[src/rtl/fp_pkg.sv]
// Shared types and constants for the FP adder normalise/round stage.
package fp_pkg;
  typedef enum logic [1:0] {IDLE, NORM, ROUND, DONE} state_t;

  localparam logic [7:0]  EXP_MAX       = 8'hFF;
  localparam int          BIAS          = 127;
  localparam int          MANT_W        = 24;
  localparam int          FRAC_W        = 23;
  localparam logic [22:0] QNAN_INF_FRAC = '0;
endpackage

[src/rtl/fp_lzc24.sv]
// Combinational 24-bit leading-zero counter; o_count is 24 when i_data is zero.
module fp_lzc24 (
  input  logic [23:0] i_data,
  output logic [4:0]  o_count,
  output logic        o_zero
);
  logic w_found;

  always_comb begin
    o_count = 5'd0;
    w_found = 1'b0;
    for (int i = 23; i >= 0; i--) begin
      if (!w_found) begin
        if (i_data[i]) w_found = 1'b1;
        else           o_count = o_count + 5'd1;
      end
    end
  end

  assign o_zero = ~|i_data;
endmodule

[src/rtl/fp_normalize_round.sv]
// Normalise, round-to-nearest-even and pack an IEEE-754 single result.
// FP_NORM_LZC_EN: single-cycle left shift via leading-zero count instead of one bit per cycle.
module fp_normalize_round #(
  parameter int MANT_W = 24,
  parameter int EXP_W  = 8
) (
  input  logic                clk,
  input  logic                rst,
  input  logic                in_valid,
  output logic                in_ready,
  input  logic [MANT_W:0]     in_sum,
  input  logic [EXP_W-1:0]    in_exp,
  input  logic                in_sign,
  input  logic [2:0]          in_grs,
  output logic                out_valid,
  input  logic                out_ready,
  output logic [31:0]         out_result,
  output fp_pkg::state_t      o_dbg_state
);
  import fp_pkg::*;

  // Handshake: a transfer happens on a rising edge where valid and ready are both high;
  // the producer holds its data stable while valid is high and ready is low.
  state_t           r_state;
  logic [MANT_W:0]  r_mant;
  logic [EXP_W:0]   r_exp;
  logic             r_g, r_r, r_s, r_sign;
  logic             r_in_ready, r_out_valid;
  logic [31:0]      r_result;

  logic [EXP_W:0]   w_exp_inc;
  logic             w_inc;
  logic [MANT_W:0]  w_mant_rnd;
  logic [31:0]      w_round_res;
  logic [MANT_W:0]  w_shl_mant;
  logic             w_shl_g, w_shl_r;
  logic [EXP_W:0]   w_shl_exp;
  state_t           w_shl_next;

  assign w_exp_inc  = r_exp + 9'd1;
  assign w_inc      = r_g & (r_r | r_s | r_mant[0]);
  assign w_mant_rnd = r_mant + {24'd0, w_inc};

  // A subnormal that rounds up into bit 23 naturally picks up exponent field 1.
  always_comb begin
    w_round_res = {r_sign, 8'd0, w_mant_rnd[22:0]};
    if (w_mant_rnd[24]) begin
      if (w_exp_inc == 9'd255) w_round_res = {r_sign, EXP_MAX, QNAN_INF_FRAC};
      else                     w_round_res = {r_sign, w_exp_inc[7:0], 23'd0};
    end else if (w_mant_rnd[23]) begin
      w_round_res = {r_sign, r_exp[7:0], w_mant_rnd[22:0]};
    end
  end

`ifdef FP_NORM_LZC_EN
  logic [4:0]  w_lz24;
  logic        w_lz_zero;
  logic [7:0]  w_lz, w_room, w_shamt;
  logic [25:0] w_shv;

  fp_lzc24 u_lzc (
    .i_data  (r_mant[23:0]),
    .o_count (w_lz24),
    .o_zero  (w_lz_zero)
  );

  // g and r take part in the count, so an all-zero mantissa still normalises exactly.
  assign w_lz       = w_lz_zero ? (r_g ? 8'd24 : (r_r ? 8'd25 : 8'd26)) : {3'd0, w_lz24};
  assign w_room     = r_exp[7:0] - 8'd1;
  assign w_shamt    = (w_lz < w_room) ? w_lz : w_room;
  assign w_shv      = {r_mant[23:0], r_g, r_r} << w_shamt;
  assign w_shl_mant = {1'b0, w_shv[25:2]};
  assign w_shl_g    = w_shv[1];
  assign w_shl_r    = w_shv[0];
  assign w_shl_exp  = r_exp - {1'b0, w_shamt};
  assign w_shl_next = ROUND;
`else
  assign w_shl_mant = {r_mant[23:0], r_g};
  assign w_shl_g    = r_r;
  assign w_shl_r    = 1'b0;
  assign w_shl_exp  = r_exp - 9'd1;
  assign w_shl_next = NORM;
`endif

  always_ff @(posedge clk or posedge rst) begin
    if (rst) begin
      r_state     <= IDLE;
      r_mant      <= '0;
      r_exp       <= '0;
      r_g         <= 1'b0;
      r_r         <= 1'b0;
      r_s         <= 1'b0;
      r_sign      <= 1'b0;
      r_in_ready  <= 1'b1;
      r_out_valid <= 1'b0;
      r_result    <= '0;
    end else begin
      case (r_state)
        IDLE: begin
          if (in_valid && r_in_ready) begin
            r_mant     <= in_sum;
            r_exp      <= {1'b0, in_exp};
            {r_g, r_r, r_s} <= in_grs;
            r_sign     <= in_sign;
            r_in_ready <= 1'b0;
            r_state    <= NORM;
          end
        end
        NORM: begin
          if (r_mant == '0 && {r_g, r_r, r_s} == 3'b000) begin
            r_result    <= '0;
            r_out_valid <= 1'b1;
            r_state     <= DONE;
          end else if (r_mant[24]) begin
            r_mant <= {1'b0, r_mant[24:1]};
            r_g    <= r_mant[0];
            r_r    <= r_g;
            r_s    <= r_s | r_r;
            r_exp  <= w_exp_inc;
            if (w_exp_inc == 9'd255) begin
              r_result    <= {r_sign, EXP_MAX, QNAN_INF_FRAC};
              r_out_valid <= 1'b1;
              r_state     <= DONE;
            end else begin
              r_state <= ROUND;
            end
          end else if (r_mant[23] || r_exp == 9'd1) begin
            r_state <= ROUND;
          end else begin
            r_mant  <= w_shl_mant;
            r_g     <= w_shl_g;
            r_r     <= w_shl_r;
            r_exp   <= w_shl_exp;
            r_state <= w_shl_next;
          end
        end
        ROUND: begin
          r_result    <= w_round_res;
          r_out_valid <= 1'b1;
          r_state     <= DONE;
        end
        DONE: begin
          if (out_ready) begin
            r_out_valid <= 1'b0;
            r_in_ready  <= 1'b1;
            r_state     <= IDLE;
          end
        end
        default: r_state <= IDLE;
      endcase
    end
  end

  assign in_ready    = r_in_ready;
  assign out_valid   = r_out_valid;
  assign out_result  = r_result;
  assign o_dbg_state = r_state;
endmodule
[config.mk]
export PLATFORM = sky130hd
export DESIGN_NAME = fp_normalize_round
export DESIGN_NICKNAME = d
export VERILOG_FILES = /design/src/rtl/fp_pkg.sv /design/src/rtl/fp_lzc24.sv /design/src/rtl/fp_normalize_round.sv
export SDC_FILE = /design/constraint.sdc
export NUM_CORES = 1
export LEC_CHECK = 0
export BUFFER_PORTS_ARGS = -buffer_cell sky130_fd_sc_hd__clkbuf_2
export CAP_MARGIN = 10
export CORE_MARGIN = 2
export CORE_UTILIZATION = 57
export DETAILED_ROUTE_END_ITERATION = 7
export PLACE_DENSITY = 0.78
export SETUP_SLACK_MARGIN = 0.02
export SLEW_MARGIN = 10
export SYNTH_ARGS = -nofsm -noshare
export SYNTH_HDL_FRONTEND = slang
export SYNTH_HIERARCHICAL = 1
export SYNTH_SLANG_ARGS = --single-unit
[constraint.sdc]
create_clock -name clk -period 3 [get_ports clk]
set_input_delay 0.6 -clock clk [delete_from_list [all_inputs] [get_ports clk]]
set_output_delay 0.6 -clock clk [all_outputs]
set_load 0.05 [all_outputs]
Yosys cells after proc, flatten, opt, wreduce, memory -nomap -nowiden
Index checks and enable logic that the tools add are counted.
{ "totals": {"inputBits": 41, "wordCells": 93, "register_bits": 74} }
{ "classes": {"addsub": 3, "muxes": 46, "n_reduce_logical": 18, "eq_ne": 12, "n_bitwise": 3} }
{ "ops": {"columns": ["cell", "count"], "rows": [
  ["two-way mux 25 bit", 4],
  ["two-way mux 32 bit", 3],
  ["two-way mux 31 bit", 3],
  ["one-hot mux 32 bit (2 select lines)", 1],
  ["one-hot mux 25 bit (2 select lines)", 1],
  ["two-way mux 9 bit", 4],
  ["adder 25 x 1 -> 25 bit", 1],
  ["zero test 25 bit", 1],
  ["two-way mux 1 bit", 18],
  ["one-hot mux 9 bit (2 select lines)", 1],
  ["AND reduction 4 bit", 3],
  ["two-way mux 2 bit", 5],
  ["adder 9 x 1 -> 9 bit, second input constant", 1],
  ["equality test 9 x 1 -> 1 bit, second input constant", 1],
  ["equality test 9 x 8 -> 1 bit, second input constant", 1],
  ["inequality test 3 bit, second input constant", 3],
  ["AND reduction 3 bit", 3],
  ["subtractor 9 x 1 -> 9 bit, second input constant", 1],
  ["inequality test 2 bit, second input constant", 4],
  ["one-hot mux 1 bit (2 select lines)", 4],
  ["one-hot mux 2 bit (4 select lines)", 1],
  ["nonzero test 2 bit", 3],
  ["equality test 2 bit, second input constant", 2],
  ["AND reduction 2 bit", 2],
  ["other kinds (9)", 11]
]} }

Longest topological paths before layout
{ "depth": {"ltp_word": 7, "depth_mapped": 10, "depth_no_buf": 8} }

Worst setup path before layout
No wires, ideal clock.
{ "synth_path": {"path_type": "register to register", "startpoint": "reg r_g", "endpoint": "reg r_result[23] (netlist: out_result[23])", "setup_slack_ps": 563, "setup_time_ps": 126, "path_stages_with_launch": 11, "arrival_ps": 2311, "synth_period_minus_slack_ps": 2437, "cell_sequence": "dfrtp_1 clkbuf_1 and2_1 ha_1 nand3_1 nor4_4 a31oi_1 nor3_2 buf_2 a221oi_1 a221o_1"} }
{ "synth_between": {"elab_chain_len": 5} }
{ "synth_rtl": {"columns": ["element", "line_no", "source"], "rows": [
  ["from (decl)", "fp_normalize_round.sv:27", "logic r_g, r_r, r_s, r_sign;"],
  ["from (signal assigned)", "fp_normalize_round.sv:103", "{r_g, r_r, r_s} <= in_grs;"],
  ["from (signal assigned)", "fp_normalize_round.sv:116", "r_g <= r_mant[0];"],
  ["from (signal assigned)", "fp_normalize_round.sv:131", "r_g <= w_shl_g;"],
  ["AND 1 bit", "fp_normalize_round.sv:41", "assign w_inc = r_g & (r_r | r_s | r_mant[0]);"],
  ["adder 25 x 1 -> 25 bit", "fp_normalize_round.sv:42", "assign w_mant_rnd = r_mant + {24'd0, w_inc};"],
  ["two-way mux 31 bit", "fp_normalize_round.sv:50", "end else if (w_mant_rnd[23]) begin"],
  ["two-way mux 31 bit", "fp_normalize_round.sv:47", "if (w_mant_rnd[24]) begin"],
  ["one-hot mux 32 bit (2 select lines)", "fp_normalize_round.sv:98", "case (r_state)"],
  ["to (signal assigned)", "fp_normalize_round.sv:121", "r_result <= {r_sign, EXP_MAX, QNAN_INF_FRAC};"],
  ["to (signal assigned)", "fp_normalize_round.sv:138", "r_result <= w_round_res;"],
  ["to (decl)", "fp_normalize_round.sv:29", "logic [31:0] r_result;"]
]} }
Several ways; a longest one is shown, not always the timed one.
A chain may end at the register's enable or synchronous reset.

Worst setup path after layout
{ "layout_path": {"startpoint": "reg r_exp[1]", "endpoint": "reg r_result[23] (netlist: out_result[23])"} }
{ "layout_between": {"elab_chain_len": 5} }
{ "layout_rtl": {"columns": ["element", "line_no", "source"], "rows": [
  ["from (decl)", "fp_normalize_round.sv:26", "logic [EXP_W:0] r_exp;"],
  ["from (signal assigned)", "fp_normalize_round.sv:102", "r_exp <= {1'b0, in_exp};"],
  ["from (signal assigned)", "fp_normalize_round.sv:119", "r_exp <= w_exp_inc;"],
  ["from (signal assigned)", "fp_normalize_round.sv:133", "r_exp <= w_shl_exp;"],
  ["adder 9 x 1 -> 9 bit *", "fp_normalize_round.sv:40", "assign w_exp_inc = r_exp + 9'd1;"],
  ["equality test 9 x 8 -> 1 bit *", "fp_normalize_round.sv:48, fp_normalize_round.sv:120", null],
  ["two-way mux 31 bit", "fp_normalize_round.sv:48", "if (w_exp_inc == 9'd255) w_round_res = {r_sign, EXP_MAX, QNAN_INF_FRAC};"],
  ["two-way mux 31 bit", "fp_normalize_round.sv:47", null],
  ["one-hot mux 32 bit (2 select lines)", "fp_normalize_round.sv:98", null]
]} }
Every way passes the cells marked *; elsewhere a longest branch is shown, timed or not.

==> reports/qor.yml <==
fin_cells: 717
synth_warnings: 6
fin_crit_ps: 2701
peakVddDrop_uv: 822.8
min_period_over_period: 0.9002
crit_type: "reg -> reg"
worstSetupEndpoint: "out_result[23]$_DFFE_PP0P_"
htreeDepth: 3
required_ps: 3240
synth.distinct_cells: 61
grt_usage: 0.2852
first_pass_iters: 5
initial_core_util: 0.5775
hold_viol_final: 0
synth_cells: 559
crit_arrival_ps: 2940
drc: 0
place_congestion: 0.9940
p_sw_uw: 3414
finalMaxSlewViolations: 0
worstPathMaxFanout: 25
hpwl_um: 8912
via_per_inst: 6.126
hold_buffers: 0
syn-num-nets: 605
reg2reg_slack_ps: 300
internal_power_uw: 2936
cap_viol_max_count: 0
placed_cells: 701
dieArea_sq_um: 8939
ys_ff_latch: 74
start_kind: "flip-flop"
setup.worst_path.start: "r_exp[1]$_DFFE_PP0P_"
numCtsBuffers: 9
sw_frac_of_total: 0.5377
rr_worst_depth: 8
grt_max_degree: 55
grt_pass1_wl_um: 20000
p_comb_frac: 0.550
clk_latency_ps: 370
clock_skew_ps: 16.56
wl_per_cell_um: 16.87
die_y_um: 94.55
seq_area_frac_synth: 0.3965
fmax_mhz: 370.3
worst_slew_pin_slew_ps: 572.6
antenna_found_initial: 0
yosysTopAreaCellShare: 0.3909
io_buffers: 76
grt_remaining_overflow: 0
coreArea_sq_um: 8093
end_kind: "flip-flop"
cts_tree: "built"
synth_most_common_cell: "nand2_1"
ios: 77
area_growth_pct: 12.34
cts_resized: 0
wl_um: 12100
drive_gt1_frac: 0.2124
power_leakage_uw: 0.002315
die_x_um: 94.55
synth-async-reset-ratio: 1.000
r2r_end: "out_result[23]$_DFFE_PP0P_"
post-cts-setup-buffers: 0
synth_top_flop_cell: "dfrtp_1"
grt_pass1_vias: 3907
multi_input_area_sq_um: 2487
status: "complete, no violations"
tns_ps: 0
drtIter0Drc: 426
timing.rr.start: "r_exp[1]$_DFFE_PP0P_"
insertedDiodeCount: 0
fillers: 747
synth_area_per_cell_sq_um: 8.360
synth_common_cells: "96 x nand2_1, 73 x dfrtp_1, 38 x o21ai_0, 32 x clkbuf_1, 29 x a21oi_1"
clkPwrFrac: 0.112
rsz0062_at_grt: "no"
pwr-share-seq: 0.337
regArea_sq_um: 1854
fin_nets: 653
hold_class: "in -> async"
clkSinkCount: 74
cts_buffer_depth: 2
synth_area_leaders: "dfrtp_1 39%, nand2_1 7.7%, o21ai_0 4.1%"
synth_edf_count: 0
root_buffer: "clkbuf_8"
synth_area_sq_um: 4673
row_count: 33
p_per_area_nw_per_um2: 1210
postRouteAntennaNets: 0
setup_viol: 0
synth_area_leader_cell: "dfrtp_1"
vias: 4392
clkSlewWorstSetupHoldPaths_ps: 80
slew_headroom: 0.6177
==> logic make-up (layout without fill, tap and decap cells) <==
kind of cell | Yosys count | count (layout) | share of synthesized area
mux | 3 | 3 | 0.006426
fa+ha+maj | 5 | 5 | 0.01339
flops | 74 | 74 | 0.3965
buf+inv | 75 | 128 | 0.07202
xor+xnor | 23 | 23 | 0.04311
compound gates | 183 | 183 | 0.2661
simple gates | 196 | 196 | 0.2024
==> worst max-delay path, stage by stage, from the launching register on <==
cell	delay [ps]
dfrtp_1	500
ha_1	300
nand3_2	170
o21a_1	260
a2111oi_4	380
a31oi_1	190
o21a_1	230
buf_4	220
a221o_1	360
==> power groups by stage <==
| stage | clock [uW] | sequential, uW | combinational, uW |
|---|---|---|---|
| 2_1_floorplan | 0 | 2400 | 2370 |
| 5_1_grt | 768 | 2220 | 3830 |
| 4_1_cts | 723 | 2130 | 3480 |
| 6_report | 713 | 2140 | 3500 |
| 3_3_place_gp | 0 | 2120 | 3400 |
| 3_5_place_dp | 0 | 2140 | 3480 |
==> per-layer routing <==
metal	track usage	wire [um]	vias to the layer above
li1	-	-	2102
met1	0.4442	5856	2084
met2	0.4131	5184	188
met3	0.03671	871	18
met4	0.08454	185	0
met5	0	0	-
==> through the flow <==
stage               utilization  setup WS (ps)  hold slack [ps]  power, uW  cell area, sq um
floorplan                     -          520.0            446.6       4770              4673
global placement         0.6269          482.3            476.9       5519              5074
detailed placement       0.6269          373.0            477.3       5620              5074
CTS                      0.6487          353.7            288.4       6330              5250
global route             0.6487          166.0            313.8       6821              5250
finish                   0.6487          299.4            275.9       6350              5250
==> layout make-up <==
| type | instances | area share |
|---|---|---|
| Clock buffer | 9 | 0.02359 |
| Timing Repair Buffer | 92 | 0.1001 |
| Sequential cell | 74 | 0.3532 |
| Inverter | 20 | 0.01430 |
| Multi-Input combinational cell | 410 | 0.4738 |
| Clock inverter | 7 | 0.01001 |
| Tap cell | 105 | 0.02502 |
==> flip-flops by register name, indices dropped and copies added, names as in the netlist, named ones only <==
name and count:
out_result 32, r_mant 25, r_exp 9, in_ready 1, o_dbg_state 1, out_valid 1, r_g 1, r_r 1
r_s 1, r_sign 1
==> worst min-delay path by stage <==
stage / cells past startpoint / start / to
2_1_floorplan: 2 / r_sign$_DFFE_PP0P_ / r_sign$_DFFE_PP0P_
3_3_place_gp: 1 / out_result[13]$_DFFE_PP0P_ / out_result[13]$_DFFE_PP0P_
3_5_place_dp: 1 / out_result[13]$_DFFE_PP0P_ / out_result[13]$_DFFE_PP0P_
4_1_cts: 2 / rst / r_mant[5]$_DFFE_PP0P_
5_1_grt: 2 / rst / r_mant[3]$_DFFE_PP0P_
6_report: 2 / rst / out_result[27]$_DFFE_PP0P_
==> placed cells by master, fill, tap and decap left out, types with 16 or more instances in the layout <==
cell type / count
a21oi_1: 29
nand3_1: 16
dfrtp_1: 72
o211ai_1: 21
o21ai_1: 22
inv_1: 18
nand2_1: 96
nor2_1: 27
clkbuf_2: 76
o21ai_0: 38
a22o_1: 19
Power figures use the tool's default switching activity.
